**src/rtl/rtc_time_counter.sv**
```systemverilog
// Time-of-day counter fed by rtc_timer base ticks: seconds prescaler, hh:mm:ss in binary,
// validated set port, rollover strobes and a sticky alarm flag.
module rtc_time_counter #(
   parameter int unsigned TICKS_PER_SEC = 100,
   parameter int unsigned PRESC_W       = 7
) (
   input  logic       i_sclk,
   input  logic       i_reset,
   input  logic       i_basetick,
   input  logic       i_run,
   input  logic       i_set,
   input  logic [4:0] i_set_hh,
   input  logic [5:0] i_set_mm,
   input  logic [5:0] i_set_ss,
   input  logic       i_alarm_en,
   input  logic [4:0] i_alarm_hh,
   input  logic [5:0] i_alarm_mm,
   input  logic       i_alarm_clr,
   output logic [4:0] o_hh,
   output logic [5:0] o_mm,
   output logic [5:0] o_ss,
   output logic       o_sec_pulse,
   output logic       o_min_pulse,
   output logic       o_day_pulse,
   output logic       o_set_err,
   output logic       o_alarm
);

   localparam logic [PRESC_W-1:0] PRESC_MAX = PRESC_W'(TICKS_PER_SEC - 1);

   logic [PRESC_W-1:0] presc;
   logic               tick;
   logic               set_ok;
   logic               sec_adv;
   logic               ss_wrap;
   logic               mm_wrap;
   logic               hh_wrap;
   logic               alarm_hit;
   logic [4:0]         hh_nxt;
   logic [5:0]         mm_nxt;
   logic [5:0]         ss_nxt;

   // A set request in the same cycle always swallows the tick.
   always_comb begin
      tick    = i_basetick & i_run & ~i_set;
      set_ok  = (i_set_hh <= 5'd23) && (i_set_mm <= 6'd59) && (i_set_ss <= 6'd59);
      sec_adv = tick && (presc == PRESC_MAX);
      ss_wrap = (o_ss == 6'd59);
      mm_wrap = (o_mm == 6'd59);
      hh_wrap = (o_hh == 5'd23);
      ss_nxt  = ss_wrap ? '0 : o_ss + 6'd1;
      mm_nxt  = o_mm;
      hh_nxt  = o_hh;
      if (ss_wrap) begin
         mm_nxt = mm_wrap ? '0 : o_mm + 6'd1;
         if (mm_wrap) begin
            hh_nxt = hh_wrap ? '0 : o_hh + 5'd1;
         end
      end
      // New seconds value is zero exactly when the seconds field wraps.
      alarm_hit = sec_adv && i_alarm_en && ss_wrap &&
                  (mm_nxt == i_alarm_mm) && (hh_nxt == i_alarm_hh);
   end

   always_ff @(posedge i_sclk or posedge i_reset) begin
      if (i_reset) begin
         presc       <= '0;
         o_hh        <= '0;
         o_mm        <= '0;
         o_ss        <= '0;
         o_sec_pulse <= 1'b0;
         o_min_pulse <= 1'b0;
         o_day_pulse <= 1'b0;
         o_set_err   <= 1'b0;
         o_alarm     <= 1'b0;
      end else begin
         o_sec_pulse <= sec_adv;
         o_min_pulse <= sec_adv && ss_wrap;
         o_day_pulse <= sec_adv && ss_wrap && mm_wrap && hh_wrap;
         o_set_err   <= i_set && !set_ok;

         if (i_set) begin
            if (set_ok) begin
               o_hh  <= i_set_hh;
               o_mm  <= i_set_mm;
               o_ss  <= i_set_ss;
               presc <= '0;
            end
         end else if (tick) begin
            if (sec_adv) begin
               presc <= '0;
               o_hh  <= hh_nxt;
               o_mm  <= mm_nxt;
               o_ss  <= ss_nxt;
            end else begin
               presc <= presc + 1'b1;
            end
         end

         if (alarm_hit) begin
            o_alarm <= 1'b1;
         end else if (i_alarm_clr) begin
            o_alarm <= 1'b0;
         end
      end
   end

endmodule

```
**config.mk**
```make
export PLATFORM = sky130hd
export DESIGN_NAME = rtc_time_counter
export DESIGN_NICKNAME = d
export VERILOG_FILES = /design/src/rtl/rtc_time_counter.sv
export SDC_FILE = /design/constraint.sdc
export NUM_CORES = 1
export LEC_CHECK = 0
export CAP_MARGIN = 10
export CORE_MARGIN = 1.5
export CORE_UTILIZATION = 63
export CTS_CLUSTER_DIAMETER = 100
export DETAILED_ROUTE_END_ITERATION = 7
export DONT_BUFFER_PORTS = 1
export MAX_ROUTING_LAYER = met4
export PLACE_DENSITY = 0.78
export SLEW_MARGIN = 0
export SYNTH_ARGS = -nofsm -noshare
export SYNTH_HDL_FRONTEND = slang
export SYNTH_SLANG_ARGS = --single-unit
export TNS_END_PERCENT = 10
```
**constraint.sdc**
```tcl
create_clock -name i_sclk -period 2.6 [get_ports i_sclk]
set_input_delay 0.26 -clock i_sclk [delete_from_list [all_inputs] [get_ports i_sclk]]
set_output_delay 0.26 -clock i_sclk [all_outputs]
set_load 0.005 [all_outputs]
```
==> impl_metrics.py <==
metrics = {
    "die": {
        "rows": 20,
        "io-pin-count": 57,
        "core-area_mm2": 0.003128,
        "fp.dieW_um": 60.85,
        "die-area_mm2": 0.003703,
        "die_h_um": 60.85,
        "initial_utilization_pct": 67.40,
    },
    "route": {
        "first_pass_iters": 4,
        "wl_per_cell_um": 17.15,
        "drtIter0Drc": 195,
        "drtAntennaViolNets": 0,
        "via_per_inst": 6.591,
        "drt_wl_total_um": 5281,
        "drc_errors": 0,
        "vias": 2030,
    },
    "setup_path": {
        "critical-path-slowest-cell": "dfrtp_1",
        "cp_max_fo": 10,
        "cpMostUsedCell": "nand4_1",
        "cp-start-kind": "register",
        "worstPathRequired_ns": 2.86,
        "criticalPathCategory": "register to register",
        "endpoint_kind": "register",
        "crit_arrival_ns": 2.62,
        "r2r.worst_path.cells": 7,
        "rr_endpoint": "o_alarm",
        "timing.rr.start": "o_mm[0]",
        "ff2ff_setup_slack_ns": 0.24,
        "max_stage_delay_ns": 0.48,
        "path_cells": "ha_1, nand4_1, nor4_2, mux2_2, a22oi_1, nand4_1, o32ai_2",
    },
    "pwr": {
        "vdd_drop_max_v": 0.0004159,
        "power.total_w": 0.001348,
        "p_switching_w": 0.0004709,
        "leakagePower_nw": 0.9471,
        "swShare_pct": 34.95,
        "pwr-share-seq_pct": 45.3,
        "p_per_area_mw_per_mm2": 592.1,
        "p_int_w": 0.0008767,
        "pwr-share-comb_pct": 24.3,
        "p_clk_share_pct": 30.3,
    },
    "synth": {
        "avgSynthCellArea_um2": 8.140,
        "synth_edf_count": 0,
        "synthesis.area_mm2": 0.002108,
        "seq_area_frac_synth_pct": 34.42,
        "synth.top_cell.area_share_pct": 34.42,
        "synth_most_common_cell": "o21ai_0",
        "syn_nets": 298,
        "netlist_top_cells_count": "31 x o21ai_0, 29 x dfrtp_1, 23 x nand2_1",
        "ys_seq_elements": 29,
        "yosys-top-cells-area": "dfrtp_1 34%, o21ai_0 7.4%, a21oi_1 4.3%, nand2_1 4.1%, nor2_1 3.6%",
        "async_reset_ff_share_pct": 100.0,
        "synth-main-ff-cell": "dfrtp_1",
        "yosysWarnings": 0,
        "yosysTopAreaCell": "dfrtp_1",
        "synth_cells": 259,
        "yosysUniqueCellTypes": 54,
    },
    "clocking": {
        "tritoncts": "yes",
        "cts-resized-gates": 0,
        "cts_buffers": 5,
        "clock-sinks": 29,
        "root_buffer": "clkbuf_4",
        "clock_path_buffers": 2,
        "path_clk_slew_ns": 0.10,
        "cts_htree_levels": 2,
        "clkLatencyLatePin_ns": 0.34,
    },
    "timing": {
        "finalSetupViolCount": 0,
        "final_hold_viol_count": 0,
        "setup_tns_ns": 0,
        "tightest_slew_ns": 0.4257,
        "layout_min_cycle_time_ns": 2.365,
        "finClkSkew_ns": 0.006713,
        "fmax_mhz": 422.9,
        "relSlewSlack_pct": 70.89,
        "period_share_pct": 90.95,
        "rsz0062_at_grt": "no",
        "slew_viol_final": 0,
    },
    "run_status": {
        "status": "finished clean",
    },
    "global_routing": {
        "track_usage_pct": 32.35,
        "gr-total-overflow": 0,
        "grt_pass1_vias": 1873,
        "grt_max_degree": 33,
        "antenna_found_initial": 0,
        "grt_pass1_wl_um": 8604,
    },
    "placement": {
        "io_buffer_count": 0,
        "gp_congestion": 0.8583,
        "hpwl_um": 3765,
    },
    "min_path": {
        "hold_start": "i_set",
        "hold_path_depth": 2,
        "whs_endpoint": "o_ss[1]",
        "hold_path.class": "input pin to register",
    },
    "finish": {
        "syn2layout_area_growth_pct": 7.952,
        "fillers": 268,
        "drive_above_1_share_pct": 9.470,
        "final_nets": 302,
        "n_antenna_cell": 0,
    },
    "job": {
        "drv_cap": 0,
    },
}
per-layer routing:
metal	vias to the layer above	wire [um]	global-route usage, %	share of wire, %
met2	102	2436	48.69	46
met5	-	0	-	0
met4	0	128	10.87	2.4
met3	16	469	8.316	8.9
met1	931	2246	42.33	43
li1	981	-	-	-
how the worst max path moves through the flow:
| stage | startpoint | end | slack (ns) | cells past startpoint |
|---|---|---|---|---|
| 2_1_floorplan | o_ss[0] | o_alarm | 0.33 | 7 |
| 3_3_place_gp | o_ss[0] | o_alarm | 0.25 | 8 |
| 3_5_place_dp | o_ss[0] | o_alarm | 0.24 | 7 |
| 4_1_cts | o_ss[0] | o_alarm | 0.20 | 7 |
| 5_1_grt | o_ss[0] | o_alarm | 0.04 | 7 |
| 6_report | o_mm[0] | o_alarm | 0.24 | 7 |
registers in the layout, indices dropped and copies added, names as in the netlist:
signal       cells
o_day_pulse      1
o_hh             5
o_set_err        1
o_min_pulse      1
o_sec_pulse      1
o_mm             6
o_alarm          1
o_ss             6
presc            7
critical path: cells and delay by family, from the launching register on:
kind	cells	cell delay (ns)
flip-flops	1	0.48
multiplexers	1	0.38
adder cells (fa/ha/maj)	1	0.40
AO/OA/AOI/OAI	2	0.43
AND/OR/NAND/NOR	3	0.59
stage by stage:
stage	instance area, um2	util, %	hold WS (ns)	setup WS (ns)	cells
2_1_floorplan	2108	-	0.3381	0.3277	259
3_3_place_gp	2160	69.04	0.2408	0.2477	297
3_5_place_dp	2160	69.04	0.2521	0.2378	297
4_1_cts	2268	72.52	0.1036	0.1970	307
5_1_grt	2276	72.76	0.1275	0.03763	308
6_report	2276	72.76	0.1045	0.2353	308
cell families after synthesis:
logic type / Yosys count / share of synthesized area, %
compound gates: 81 / 24.16
mux: 7 / 3.383
flops: 29 / 34.42
simple gates: 105 / 26.94
fa+ha+maj: 4 / 2.374
xor+xnor: 9 / 3.739
buf+inv: 24 / 4.985
what timing repair did:
item | in CTS | in global routing
endpoints found under the hold margin | 30 | 0
hold buffers | 2 | 0
endpoints found under the setup margin | 0 | 1
buffers inserted | 0 | 1
area by class of cell:
type                    count  area (um2)  area share [%]
clock inverters             2       37.54           1.649
clock buffers               6       51.30           2.254
repair buffers             12       95.09           4.178
inverters                   9       33.78           1.484
multi-input cells         206        1277           56.13
well taps                  44       55.05           2.419
flip-flops and latches     29       725.7           31.89
cell usage in the layout (no fill, tap or decap), types with 4 or more instances in the layout:
master / n
nor2b_1: 6
mux2i_1: 6
nor3_1: 5
xor2_1: 6
dfrtp_1: 29
nand3_1: 11
a31oi_1: 5
and3_1: 6
or3_1: 4
o21ai_0: 31
ha_1: 4
a21oi_1: 18
buf_4: 10
nor2_1: 20
nand2_1: 23
inv_1: 9
nand4_1: 9
clkbuf_4: 5
power by group through the flow:
stage	sequential, W	combinational [W]	clock [W]
global route	0.000621	0.000370	0.000430
global placement	0.000613	0.000314	0
finish	0.000611	0.000328	0.000408
floorplan	0.000579	0.000277	0
detailed placement	0.000616	0.000320	0
CTS	0.000607	0.000326	0.000414
Power figures use the tool's default switching activity.
